### src/rtl/shift_seq_ctrl.sv
// shift_seq_ctrl
// Multi-cycle shift sequencer. This block stands in for a full barrel shifter
// in area-constrained ALU variants. It captures an operand, a shift amount and
// a shift type, then applies a small shift stage once per clock until the
// amount is used up. The result is presented with a one-cycle done pulse.
//
// Ports:
//   clk_i    - clock, all state changes on the rising edge
//   rst_i    - synchronous, active-high reset
//   start_i  - request, sampled only while idle
//   op_i     - 00 SLL, 01 SRL, 10 SRA, 11 reserved (pass-through)
//   data_i   - operand, captured when the request is accepted
//   shamt_i  - shift amount, captured when the request is accepted
//   busy_o   - high while an operation is in flight (SHIFT and DONE)
//   done_o   - one-cycle pulse, data_o valid
//   data_o   - result, held until the next completion or reset
//
// Build option:
//   SHIFT_STEP4_EN - when defined, the sequencer shifts by 4 per edge while at
//                    least 4 positions remain. This shortens latency. Results
//                    are identical to the 1-bit-only build.
module shift_seq_ctrl #(
    parameter int WIDTH = 32,
    parameter int CNT_W = 5
) (
    input  logic             clk_i,
    input  logic             rst_i,
    input  logic             start_i,
    input  logic [1:0]       op_i,
    input  logic [WIDTH-1:0] data_i,
    input  logic [CNT_W-1:0] shamt_i,
    output logic             busy_o,
    output logic             done_o,
    output logic [WIDTH-1:0] data_o
);

    localparam logic [1:0] OP_SLL  = 2'b00;
    localparam logic [1:0] OP_SRL  = 2'b01;
    localparam logic [1:0] OP_SRA  = 2'b10;
    localparam logic [1:0] OP_PASS = 2'b11;

    typedef enum logic [1:0] {
        IDLE,
        SHIFT,
        DONE
    } state_t;

    state_t           state, state_n;
    logic [WIDTH-1:0] acc, acc_n;
    logic [CNT_W-1:0] cnt, cnt_n;
    logic [1:0]       op_q, op_n;
    logic [WIDTH-1:0] data_n;
    logic             done_n;

    // Fill rules: SLL and SRL fill with zeros. SRA replicates the sign bit.
    // The reserved op leaves the value untouched. Its count is forced to zero
    // at acceptance, so this function is never applied to it anyway.
    function automatic logic [WIDTH-1:0] shift_by(input logic [1:0]       op,
                                                  input logic [WIDTH-1:0] v,
                                                  input int unsigned      amt);
        logic [WIDTH-1:0] r;
        case (op)
            OP_SLL:  r = v << amt;
            OP_SRL:  r = v >> amt;
            OP_SRA:  r = $unsigned($signed(v) >>> amt);
            default: r = v;
        endcase
        return r;
    endfunction

    always_ff @(posedge clk_i) begin
        if (rst_i) begin
            state  <= IDLE;
            acc    <= '0;
            cnt    <= '0;
            op_q   <= OP_SLL;
            data_o <= '0;
            done_o <= 1'b0;
        end else begin
            state  <= state_n;
            acc    <= acc_n;
            cnt    <= cnt_n;
            op_q   <= op_n;
            data_o <= data_n;
            done_o <= done_n;
        end
    end

    // done_n defaults low. This makes done a single-cycle pulse, and it drops
    // on the DONE->IDLE edge.
    always_comb begin
        state_n = state;
        acc_n   = acc;
        cnt_n   = cnt;
        op_n    = op_q;
        data_n  = data_o;
        done_n  = 1'b0;

        case (state)
            IDLE: begin
                if (start_i) begin
                    acc_n   = data_i;
                    op_n    = op_i;
                    cnt_n   = (op_i == OP_PASS) ? '0 : shamt_i;
                    state_n = SHIFT;
                end
            end

            SHIFT: begin
                if (cnt == '0) begin
                    data_n  = acc;
                    done_n  = 1'b1;
                    state_n = DONE;
                end else begin
`ifdef SHIFT_STEP4_EN
                    if (cnt >= CNT_W'(4)) begin
                        acc_n = shift_by(op_q, acc, 4);
                        cnt_n = cnt - CNT_W'(4);
                    end else begin
                        acc_n = shift_by(op_q, acc, 1);
                        cnt_n = cnt - CNT_W'(1);
                    end
`else
                    acc_n = shift_by(op_q, acc, 1);
                    cnt_n = cnt - CNT_W'(1);
`endif
                end
            end

            DONE: begin
                state_n = IDLE;
            end

            default: begin
                state_n = IDLE;
            end
        endcase
    end

    assign busy_o = (state != IDLE);

endmodule
### config.mk
export PLATFORM = sky130hd
export DESIGN_NAME = shift_seq_ctrl
export DESIGN_NICKNAME = d
export VERILOG_FILES = /design/src/rtl/shift_seq_ctrl.sv
export SDC_FILE = /design/constraint.sdc
export NUM_CORES = 1
export LEC_CHECK = 0
export ABC_CLOCK_PERIOD_IN_PS = 2500
export CORE_MARGIN = 3
export CORE_UTILIZATION = 55
export CTS_BUF_LIST = sky130_fd_sc_hd__clkbuf_4 sky130_fd_sc_hd__clkbuf_8
export CTS_CLUSTER_DIAMETER = 100
export DETAILED_ROUTE_END_ITERATION = 10
export GPL_TIMING_DRIVEN = 0
export PLACE_DENSITY = 0.95
export SYNTH_ARGS = -nofsm -noshare
export SYNTH_HDL_FRONTEND = slang
export SYNTH_SLANG_ARGS = --single-unit
### constraint.sdc
create_clock -name clk_i -period 2.5 [get_ports clk_i]
set_input_delay 0.5 -clock clk_i [delete_from_list [all_inputs] [get_ports clk_i]]
set_output_delay 0.5 -clock clk_i [all_outputs]
set_load 0.02 [all_outputs]
Word level (Yosys, flattened, before mapping)
Index checks and enable logic that the tools add are counted.

word-level totals
  logic and storage cells = 43
  input port bits = 42
  output and inout port bits = 34
  flip-flop bits (word level) = 74

operators by class
  mux-type cells = 12
  add/sub/neg operators = 1
  bitwise operators = 1
  reduce and logical (&&, ||, !) cells = 12
  equality and inequality tests = 10

operators with widths
  cell                                                  count
  case mux 32 bit (3 select lines)                      1
  two-way mux 32 bit                                    2
  case mux 32 bit (2 select lines)                      1
  two-way mux 5 bit                                     3
  case mux 5 bit (2 select lines)                       1
  inequality test 2 bit (second input constant)         4
  AND reduction 2 bit                                   3
  zero test 5 bit                                       1
  AND reduction 5 bit                                   1
  subtractor 5 x 1 -> 5 bit (second input constant)     1
  equality test 2 x 1 -> 1 bit (second input constant)  2
  equality test 2 bit (second input constant)           2
  zero test 2 bit                                       2
  two-way mux 2 bit                                     2
  inequality test 4 bit (second input constant)         1
  case mux 2 bit (2 select lines)                       1
  AND reduction 4 bit                                   1
  nonzero test 2 bit                                    2
  inequality test 3 bit (second input constant)         1
  AND reduction 3 bit                                   1
  OR reduction 2 bit                                    1
  two-way mux 1 bit                                     1
  NOT 1 bit                                             1

Depth between registers and ports, before layout
  depth after elaboration = 4
  depth in mapped cells = 8
  gate-level depth less buffers = 6

Worst setup path before layout
Ideal clock, no wire load.

  kind = flip-flop to flip-flop
  from = reg op_q[0]
  to = reg acc[10]
  data required time = 2413 ps
  cell stages (with the launch flop) = 8
  clock period less this slack = 1650 ps
  arrival time = 1563 ps
  path buffers = 2
  setup slack = 850 ps
  setup time = 87 ps
  path through = dfxtp_1 > inv_1 > ha_1 > nor2_1 > or3_1 > buf_2 > buf_6 > a221oi_2

between the ends
  cells in the longest elaborated chain, start to end = 4
  elaborated cells on any way between the ends = 8
  classes of those cells = eq/ne (3); mux (3); reduce/logical (2)

RTL lines
  element                                      line  RTL
  start: declaration                           51    logic [1:0] op_q, op_n;
  start signal: assignment                     83    op_q <= op_n;
  equality test 2 bit (tied with other cells)  62    case (op)
  case mux 32 bit (3 select lines)             62
  two-way mux 32 bit                           110   if (cnt == '0) begin
  case mux 32 bit (2 select lines)             99    case (state)
  end signal: assignment                       81    acc <= acc_n;
  end: declaration                             49    logic [WIDTH-1:0] acc, acc_n;

Several ways; a longest one is shown, not always the timed one. The select of a mux whose other input is x is not followed.
A chain may end at the register's enable or synchronous reset.

Worst setup path in the final report
  from = reg state[0]
  to = out busy_o

between the ends
  cells in the longest elaborated chain, start to end = 1

RTL lines
  element                   line  RTL
  start: declaration        48    state_t state, state_n;
  start signal: assignment  80    state <= state_n;
  nonzero test 2 bit        140   assign busy_o = (state != IDLE);
  end: declaration          32    output logic busy_o,

No other way between the ends.

==> run metrics <==
status=finished, final reports clean; Worst setup startpoint=state[0]; Finished Layout Cells=565; layout cells sized above 1=14.3%; clk buf depth=2; Placed Cells incl. Taps=549; Worst Hold Launch=data_o[8]; GR Util All Layers=28.5%; postcts setup bufs=0; DR DRC count=0; initial cell density of the core=58.6%; Final #Nets=531; fin worst setup slack=0.253 ns; Syn Inst Count=400; worst slew pin tran=0.772 ns; M2 GR Usage=44.6%; CP max stage cell=clkdlybuf4s50_1; Max rail drop VDD=0.667 mV; power per cell area=865 mW/mm^2; Iter 0 DRT Violations=407; HPWL after DPL=7190 um; DR vias/cell=6.33; Horiz. Die Dim=86.6 um; Wirelength per Cell=18.2 um; drt pass-1 iters=6; IO Port Bufs=74; worst setup path end=busy_o; RSZ-0062 raised after global routing=false; critical path class=flop to output pin; CP Cell Sequence=buf_2, or2_2, clkdlybuf4s50_1; largest net degree at the start of global routing=14; n_diodes=0; core area=0.00610 mm^2; clock tree root buffer cell=clkbuf_8; antenna violations before repair=0; Final Power=4.02 mW; library cells used by synthesis=33; final setup violation count=0; post-CTS sizing=0; antenna viol nets, final=0; met3 GRT Util=5.51%; sequential-to-total area share from yosys stat=41.5%; met1 Usage GRT=36.4%; post-synthesis area per instance=8.93 um^2; Register Area=0.00148 mm^2; Multi-input gate area=0.00187 mm^2; minimum clock period=2.25 ns; Worst Reg2Reg Path Length in Cells=7; die span in y=86.6 um; Ys Warns=0; Total Routed Length=10300 um; CTS tree=built; Worst R2R Setup Slack=0.33 ns; leakage=1.61 nW; Crit. End Element=output pin; CP Launch Type=flop; Layout Area Growth over Synthesis=30.1%; Hold WC Path Type=flop to flop; max cap viols=0; period utilization=89.9%; clk slew on worst S/H paths=0.08 ns; Critical Path AT=1.75 ns; final hold vios=0; vias in the first global route=3551; Setup Skew=0.00687 ns; row cnt=28; global route total overflow=0; max-slew violation count=0; Clock Latency Late Sink=0.36 ns; slew margin rel.=48.6%; CTS sink cnt=74; first-pass GRT wire length=16900 um; Finished Core Util=76.3%; Yosys reg bits=74; Critical R2R Capture=acc[6]; Critical Path RT=2.00 ns; IO Pins=76; CP Max Fanout=10; Post-Place Worst Slack=0.216 ns; gp weighted congestion=0.892; Filler cells=431; clock buffer count from CTS=9; slowest stage delay, CP=0.54 ns; Vias=3577; setup TNS=0 ns; worst reg2reg startpoint=op_q[1]; CTS H-tree lvls=3; syn_nets=446; die area=0.00750 mm^2; hold buffers post-CTS=0; Cell Area, Synth=0.00357 mm^2; gr busiest metal=met2; Highest Clock Rate=445 MHz
[cells in the mapped netlist (all sizes together)]
library cell	count	area, um^2
a221oi	61	722
and3	2	12.5
nand2	69	259
nor3	2	10.0
o21bai	1	18.8
a31oi	1	6.26
buf	21	131
a21o	1	7.51
o31a	1	8.76
or2	1	6.26
a21oi	39	195
a211oi	4	30.0
o21a	1	7.51
nor2b	4	25.0
inv	5	18.8
nor4b	1	23.8
o21ai	7	35.0
nor2	42	158
dfxtp	74	1480
or4	1	7.51
nand2b	1	6.26
ha	4	50.1
clkbuf	20	75.1
and2	1	6.26
nor3b	30	225
a22oi	2	15.0
xor2	1	8.76
o311ai	1	8.76
and2b	1	7.51
or3	1	6.26
[logic make-up after synthesis]
kind of cell | after synthesis | synth area share, %
compound gates | 119 | 29.5
simple gates | 156 | 21.1
buf+inv | 46 | 6.30
xor+xnor | 1 | 0.245
fa+ha+maj | 4 | 1.40
flops | 74 | 41.5
[worst min-delay path by stage]
stage / slack, ns / cells past startpoint / endpoint
2_1_floorplan: 0.44 / 2 / data_o[0]
3_3_place_gp: 0.44 / 2 / data_o[30]
3_5_place_dp: 0.45 / 2 / data_o[8]
4_1_cts: 0.46 / 2 / data_o[8]
5_1_grt: 0.49 / 2 / data_o[18]
6_report: 0.46 / 2 / data_o[8]
[per-layer routing]
layer / part of all wire, % / wire (um)
met1: 39 / 4000
met2: 49 / 5030
met3: 7.6 / 777
met4: 4.4 / 454
met5: 0 / 0
[per-stage QoR]
step	hold WS (ns)	area (um^2)
2_1_floorplan	0.440	3570
3_3_place_gp	0.442	4410
3_5_place_dp	0.451	4410
4_1_cts	0.461	4650
5_1_grt	0.491	4650
6_report	0.459	4650
[report_power, final]
part / leakage, nW / internal, mW / switching (mW)
combinational: 0.887 / 0.562 / 0.765
clock: 0.120 / 0.663 / 0.478
sequential: 0.608 / 1.37 / 0.185
total: 1.61 / 2.59 / 1.43
[final cells by class]
class	count	area share [%]
Buffer	41	4.44
Clock buffer	9	2.66
Tap cell	75	2.02
Sequential cell	74	31.9
Timing Repair Buffer	74	15.9
Clock inverter	7	2.50
Inverter	5	0.404
Multi-Input combinational cell	280	40.2
[placed cells by master (no fill, tap or decap), types with 3 or more instances in the layout]
master / netlist / layout
bufinv_16: 0 / 3
buf_2: 15 / 15
clkdlybuf4s50_1: 0 / 74
buf_6: 3 / 3
clkbuf_8: 0 / 9
buf_4: 3 / 3
clkbuf_1: 20 / 20
nor2_1: 42 / 42
ha_1: 4 / 4
dfxtp_1: 74 / 74
a211oi_1: 4 / 4
a21oi_1: 39 / 39
a221oi_1: 31 / 31
nor2b_1: 4 / 4
nand2_1: 69 / 69
nor3b_1: 30 / 30
a221oi_2: 30 / 30
inv_1: 5 / 5
o21ai_0: 7 / 7
[worst max-delay path: cells and delay by family (launching register included)]
family                 cells  cell delay (ns)
buffers and inverters      2             0.74
flip-flops                 1             0.36
AND/OR/NAND/NOR            1             0.30
[sequential cells by signal (all words and copies together), names as in the netlist]
signal and flops:
cnt 5, acc 32, done_o 1, op_q 2, state 2, data_o 32
No activity file was read; power rests on OpenSTA's default activity.
